## src/rtl/encrypt_function_4.sv

```systemverilog
// rtl/encrypt_function_4.sv - function-4 encryptor: LFSR-keyed additive mask over a 60-bit word
module encrypt_function_4 #(
    parameter logic [5:0]  FUNC_ID   = 6'd4,
    parameter logic [10:0] LFSR_SEED = 11'h5A5
) (
    input  logic        Clk,
    input  logic        Reset,
    input  logic        seed_load,
    input  logic [10:0] seed,
    input  logic        in_valid,
    output logic        in_ready,
    input  logic [59:0] data_in,
    output logic        out_valid,
    input  logic        out_ready,
    output logic [77:0] outEnc,
    output logic [15:0] enc_count
);

    typedef enum logic [1:0] {
        IDLE = 2'd0,
        CALC = 2'd1,
        DONE = 2'd2
    } state_t;

    state_t      state_q,     state_d;
    logic [10:0] lfsr_q,      lfsr_d;
    logic [59:0] p_q,         p_d;
    logic [10:0] r_q,         r_d;
    logic        out_valid_q, out_valid_d;
    logic [77:0] out_enc_q,   out_enc_d;
    logic [15:0] enc_count_q, enc_count_d;

    logic [10:0] lfsr_next;
    logic [59:0] mask_b;
    logic [60:0] masked_y;

    // x^11 + x^9 + 1 Fibonacci step; zero seeds are forced to 1 so the LFSR never locks up
    always_comb begin
        lfsr_next = {lfsr_q[9:0], lfsr_q[10] ^ lfsr_q[8]};
    end

    // Mask is the latched key and its complement tiled across the word; the add drops carry out of bit 60
    always_comb begin
        mask_b   = {r_q[4:0], ~r_q, r_q, ~r_q, ~r_q, r_q};
        masked_y = {p_q, 1'b0} + {1'b0, mask_b};
    end

    // Words are only accepted when idle and not being reseeded in the same cycle
    always_comb begin
        in_ready = (state_q == IDLE) && !seed_load;
    end

    // Next-state and datapath: accept -> compute frame -> hold until downstream takes it
    always_comb begin
        state_d     = state_q;
        lfsr_d      = lfsr_q;
        p_d         = p_q;
        r_d         = r_q;
        out_valid_d = out_valid_q;
        out_enc_d   = out_enc_q;
        enc_count_d = enc_count_q;
        case (state_q)
            IDLE: begin
                if (seed_load) begin
                    lfsr_d = (seed == 11'd0) ? 11'h001 : seed;
                end else if (in_valid) begin
                    p_d     = data_in;
                    r_d     = lfsr_q;
                    lfsr_d  = lfsr_next;
                    state_d = CALC;
                end
            end
            CALC: begin
                out_enc_d   = {r_q, masked_y, FUNC_ID};
                out_valid_d = 1'b1;
                state_d     = DONE;
            end
            DONE: begin
                if (out_ready) begin
                    out_valid_d = 1'b0;
                    enc_count_d = enc_count_q + 16'd1;
                    state_d     = IDLE;
                end
            end
            default: begin
                state_d = IDLE;
            end
        endcase
    end

    // State registers; reset drops any word in flight without emitting it
    always_ff @(posedge Clk) begin
        if (Reset) begin
            state_q     <= IDLE;
            lfsr_q      <= LFSR_SEED;
            p_q         <= 60'd0;
            r_q         <= 11'd0;
            out_valid_q <= 1'b0;
            out_enc_q   <= 78'd0;
            enc_count_q <= 16'd0;
        end else begin
            state_q     <= state_d;
            lfsr_q      <= lfsr_d;
            p_q         <= p_d;
            r_q         <= r_d;
            out_valid_q <= out_valid_d;
            out_enc_q   <= out_enc_d;
            enc_count_q <= enc_count_d;
        end
    end

    assign out_valid = out_valid_q;
    assign outEnc    = out_enc_q;
    assign enc_count = enc_count_q;

endmodule

```

## config.mk

```make
export PLATFORM = sky130hd
export DESIGN_NAME = encrypt_function_4
export DESIGN_NICKNAME = d
export VERILOG_FILES = /design/src/rtl/encrypt_function_4.sv
export SDC_FILE = /design/constraint.sdc
export NUM_CORES = 1
export LEC_CHECK = 0
export CAP_MARGIN = 30
export CORE_MARGIN = 3
export CORE_UTILIZATION = 50
export CTS_BUF_LIST = sky130_fd_sc_hd__clkbuf_8
export DETAILED_ROUTE_END_ITERATION = 8
export HOLD_SLACK_MARGIN = 0.15
export PLACE_DENSITY = 0.78
export SLEW_MARGIN = 10
export SYNTH_ARGS = -nofsm -noshare
export SYNTH_HDL_FRONTEND = slang
export SYNTH_SLANG_ARGS = --single-unit
```

## constraint.sdc

```tcl
create_clock -name Clk -period 3.6 [get_ports Clk]
set_input_delay 0.36 -clock Clk [delete_from_list [all_inputs] [get_ports Clk]]
set_output_delay 0.36 -clock Clk [all_outputs]
set_load 0.02 [all_outputs]
```

After elaboration in Yosys (flattened, before gate mapping)
Index checks and enable logic that the tools add are counted.

Register bits after elaboration: 174. Output and inout port bits: 96.

Add/sub/neg operators: 2. Equality and inequality tests: 5. Muxes and demuxes: 9. Bitwise logic cells: 3. Reduce and logical (&&, ||, !) cells: 11.

Operators with widths (count): 61-bit by 60-bit adder with 61-bit output (1); 11-bit 2-to-1 mux (3); 16-bit by 1-bit adder with 16-bit output, second input constant (1); 11-bit zero test (1); 11-bit inverter (1); 2-bit 2-to-1 mux (3); 2-bit inequality test, second input constant (3); 2-bit case mux with 3 select lines (1); 2-bit AND reduction (3); 3-bit AND reduction (2); 2-bit nonzero test (2); 2-bit by 1-bit == test with 1-bit output, second input constant (1); 2-bit == test, second input constant (1); 2-bit zero test (1); 1-bit case mux with 2 select lines (1); 1-bit logical AND (1); 1-bit zero test (1); 1-bit 2-to-1 mux (1); 1-bit inverter (1); 1-bit XOR (1).

Depth between registers and ports, before layout
Depth in word-level cells: 3. Gate-level depth with buffers: 12.

Worst setup path before layout
No wires, ideal clock.

Path type: register to register. From: reg r_q[2]. To: reg out_enc_q[59], in the netlist outEnc[59]. Arrival time: 2.454 ns. Required time: 3.477 ns. Setup slack: 1.023 ns. Stages on the path, launching flop included: 12. Buffers on the path: 1. Period minus slack after synthesis: 2.577 ns. Path through: dfxtp_1 -> inv_1 -> ha_1 -> clkbuf_1 -> a21o_1 -> a21o_1 -> a211o_1 -> or4_1 -> o21ai_2 -> o21bai_1 -> xnor2_1 -> o21ai_0.

Longest elaborated chain between the ends: 2.

Ends and longest elaborated chain: start, declared (RTL line 28) `logic [10:0] r_q, r_d;`; start signal, assigned (RTL line 105) `r_q <= r_d;`; 11-bit inverter (RTL line 44) `mask_b = {r_q[4:0], ~r_q, r_q, ~r_q, ~r_q, r_q};`; 61-bit by 60-bit adder with 61-bit output * (RTL line 45) `masked_y = {p_q, 1'b0} + {1'b0, mask_b};`; end signal, assigned (RTL line 107) `out_enc_q <= out_enc_d;`; end, declared (RTL line 30) `logic [77:0] out_enc_q, out_enc_d;`.

Mark *: on every way between the ends. The rest lies on a longest branch, timed or not. A chain may end at the register's enable or synchronous reset.

Final worst setup path
From: reg r_q[1]. To: reg out_enc_q[63], in the netlist outEnc[63].

The elaborated chain is that of the path after synthesis.

==> impl_summary.log <==
[metrics] Hold Buf Count CTS: 0
[metrics] total CTS buffers: 17
[metrics] iteration-0 DRC count of the detailed router: 826
[metrics] number of antenna violations at the first check in global routing: 0
[metrics] buffer and inverter count on the worst path: 1
[metrics] PortBufs: 166
[metrics] most frequently used flop master after synthesis: sky130_fd_sc_hd__dfxtp_1
[metrics] detailed-route vias per instance: 5.754
[metrics] GRT Total Usage: 30.18%
[metrics] cell type with the highest aggregate area in the netlist: sky130_fd_sc_hd__dfxtp_1
[metrics] worst skew pair latency: 0.47 ns
[metrics] simple logic cell fraction of the synthesized area: 21.40%
[metrics] final worst setup slack: 0.1517 ns
[metrics] number of hold violations in the final report: 0
[metrics] Static Leakage: 4.789 nW
[metrics] clock tree from TritonCTS: built
[metrics] Setup TNS: 0 ns
[metrics] sequential fraction of the synthesis area: 35.43%
[metrics] number of iterations in the first detailed-routing pass: 5
[metrics] antenna diode count: 0
[metrics] share of the synthesized area in the top cell type: 35.43%
[metrics] sort of element at the end of the critical path: flop
[metrics] post_cts resized: 0
[metrics] portion of the clock cycle consumed by the worst path in the final layout: 95.79%
[metrics] launching point of the worst reg2reg path: r_q[1]
[metrics] global route total overflow: 0
[metrics] post-synthesis share of cell area spent on full adders, half adders and majority gates: 7.884%
[metrics] post-CTS setup buffer count: 0
[metrics] cell-by-cell trace of the critical path: inv_1 -> ha_1 -> nand4_1 -> a21oi_1 -> a21o_2 -> nand4_4 -> a2111oi_4 -> o21ai_2 -> o41ai_2 -> xnor2_1 -> o21ai_1
[metrics] post-synthesis share of cell area spent on xor and xnor gates: 5.376%
[metrics] die boundary width: 145.8 um
[metrics] Synth area leaders: sky130_fd_sc_hd__dfxtp_1, sky130_fd_sc_hd__nand2_1, sky130_fd_sc_hd__a21oi_1, sky130_fd_sc_hd__ha_1, sky130_fd_sc_hd__o21ai_0
[metrics] Hold Path Depth: 3
[metrics] Stages on worst setup path: 11
[metrics] die extent in y: 145.8 um
[metrics] critical path class: reg -> reg
[metrics] Post-Syn Area: 9776 um^2
[metrics] maxcap violations: 0
[metrics] maximum single-stage delay on the critical path: 0.58 ns
[metrics] Worst Reg-to-Reg Cells: 11
[metrics] post-synthesis cell type count: 72
[metrics] cell type group with the largest total delay on the critical path: compound AO/OA/AOI/OAI gates
[metrics] transition time at the pin with the least slew margin: 0.8002 ns
[metrics] share of post-route cells with drive strength above 1: 5.891%
[metrics] area overhead of the layout relative to synthesis: 22.71%
[metrics] routed vias: 9702
[metrics] clk sink count: 173
[metrics] worst min-delay path category: in -> reg
[metrics] category of the worst setup path launch point: flop
[metrics] max_slew headroom: 46.65%
[metrics] full die area: 21260 um^2
[metrics] Async S/R FF share, synth: 0%
[metrics] power density relative to cell area: 394.5 nW/um^2
[metrics] pins over their slew limit: 0
[metrics] Final ANT Viol Nets: 0
[metrics] post-synthesis compound-gate area fraction: 23.03%
[metrics] maximum clock frequency: 290.0 MHz
[metrics] post-synthesis mux area share: 1.446%
[metrics] slowest stage cell on the critical path: sky130_fd_sc_hd__dfxtp_1
[metrics] gate count of the mapped netlist: 1286
[metrics] final setup violation count: 0
[metrics] area of the placeable core: 18960 um^2
[metrics] clock-pin transition on the worst setup and hold timing paths: 0.11 ns
[metrics] RSZ-0062 raised after global routing: false
[metrics] final routed wire length divided by cell count: 19.53 um
[metrics] setup slack of the worst register-to-register path: 0.15 ns
[metrics] pre-CTS setup slack: 0.2255 ns
[metrics] worst ir drop on vdd: 0.0002801 V
[metrics] number of synthesized register bits: 173
[metrics] capturing point of the worst reg2reg path: outEnc[63]
[metrics] endpoint of the worst hold-timing path: p_q[3]
[metrics] worst-case clock skew: 0.01394 ns
[metrics] Post-Syn Area per Cell: 7.602 um^2
[metrics] run status: completed
[metrics] maximum clock insertion buffer count: 2
[metrics] wire length of the first global-routing pass: 51070 um
[metrics] hold path startpoint: data_in[3]
[metrics] leading cell type by number of instances after synthesis: sky130_fd_sc_hd__nand2_1
[metrics] number of H-tree levels: 4
[metrics] clock period minus final worst setup slack: 3.448 ns
[metrics] ranking of synthesized cells by instance count: sky130_fd_sc_hd__nand2_1, sky130_fd_sc_hd__a21oi_1, sky130_fd_sc_hd__dfxtp_1
[metrics] signal arrival time at the worst endpoint: 3.79 ns
[metrics] routability congestion estimate from global placement: 0.9876
[metrics] row count: 50
[metrics] final WL: 32930 um
[metrics] via count of the first global-routing pass: 9192
[metrics] Top-Level Pins: 172
[metrics] Post-layout nets: 1550
[metrics] number of synthesis warnings: 0
[metrics] required time at the worst-slack endpoint: 3.94 ns
[metrics] effective utilization at floorplan: 51.57%
[metrics] maximum number of pins on one net before global-route repair: 77
[metrics] number of flops mapped to enable cells by yosys: 0
[metrics] Max Fanout on Critical Path: 6
[metrics] main combinational cell family by area after synthesis: compound AO/OA/AOI/OAI gates
[metrics] placed wire-length estimate: 25530 um
[metrics] clock root buffer master: sky130_fd_sc_hd__clkbuf_8
[metrics] DRC viols: 0
## where the power goes
group	internal (W)	leakage (nW)	switching, W	total (W)
clock	0.000541	0.211	0.000903	0.00144
combinational	0.000478	3.17	0.000737	0.00122
sequential	0.00200	1.41	0.0000710	0.00207
total	0.00302	4.79	0.00171	0.00473
## metal layers
layer,vias up,track usage [%],wire length (um)
met4,0,7.123,616
met2,362,48.06,14740
met1,4610,42.10,15170
met3,44,6.322,2404
li1,4686,-,-
met5,-,0,0
## state kept, by name, summed over array words and instances (netlist names)
name and cells:
out_valid 1, outEnc 72, enc_count 16, state_q 2, p_q 60, r_q 11
lfsr_q 11
## kinds of logic after synthesis
logic type / after synthesis
DFF: 173
muxes: 14
other: 1
AOI/OAI and AO/OA: 377
and+or+nand+nor: 486
xor gates and xnor gates: 60
adders and majority gates: 61
buffers and inverters: 114
## final cells by class
type                    instances  area (um^2)
clock inverters                15        192.7
repair buffers                187         1842
clock buffers                  17        234.0
multi-input cells            1003         5822
flip-flops and latches        173         3463
inverters                      31        116.4
well taps                     260        325.3
fillers                      1745         6960
## tightest hold or removal path, delay by kind of cell
kind	cells	cell delay, ns
compound gates	1	0.05
buf+inv	1	0.39
simple gates	1	0.05
## through the flow
step | util (%) | instance area, um^2 | std cells | hold WS, ns | power (W)
2_1_floorplan | - | 9791 | 1290 | 0.4406 | 0.002881
3_3_place_gp | 61.00 | 11560 | 1654 | 0.4344 | 0.003318
3_5_place_dp | 61.00 | 11560 | 1654 | 0.4414 | 0.003306
4_1_cts | 63.25 | 11990 | 1686 | 0.3970 | 0.004731
5_1_grt | 63.28 | 12000 | 1686 | 0.4013 | 0.004940
6_report | 63.28 | 12000 | 1686 | 0.4186 | 0.004732
## cells in the final DEF, fill, tap and decap left out, drive strengths merged, types with 8 or more instances in the layout
cell type and instances:
nor3 8, clkdlybuf4s50 165, ha 60, a21oi 196, clkinv 9, nor2 75
o21bai 13, xnor2 26, buf 22, mux2i 13, xor2 34, or3 12
a211oi 15, o21a 9, a211o 8, dfxtp 173, clkbuf 17, nand3 22
a21o 24, nand4 27, nand2 306, o21ai 76, inv 37
## worst max path at each step
stage            endpoint  startpoint
3_5_place_dp   outEnc[49]      r_q[1]
6_report       outEnc[63]      r_q[1]
2_1_floorplan  outEnc[59]      r_q[2]
5_1_grt        outEnc[63]      r_q[1]
4_1_cts        outEnc[63]      r_q[1]
3_3_place_gp   outEnc[63]      r_q[1]
No activity file was read; power rests on OpenSTA's default activity.
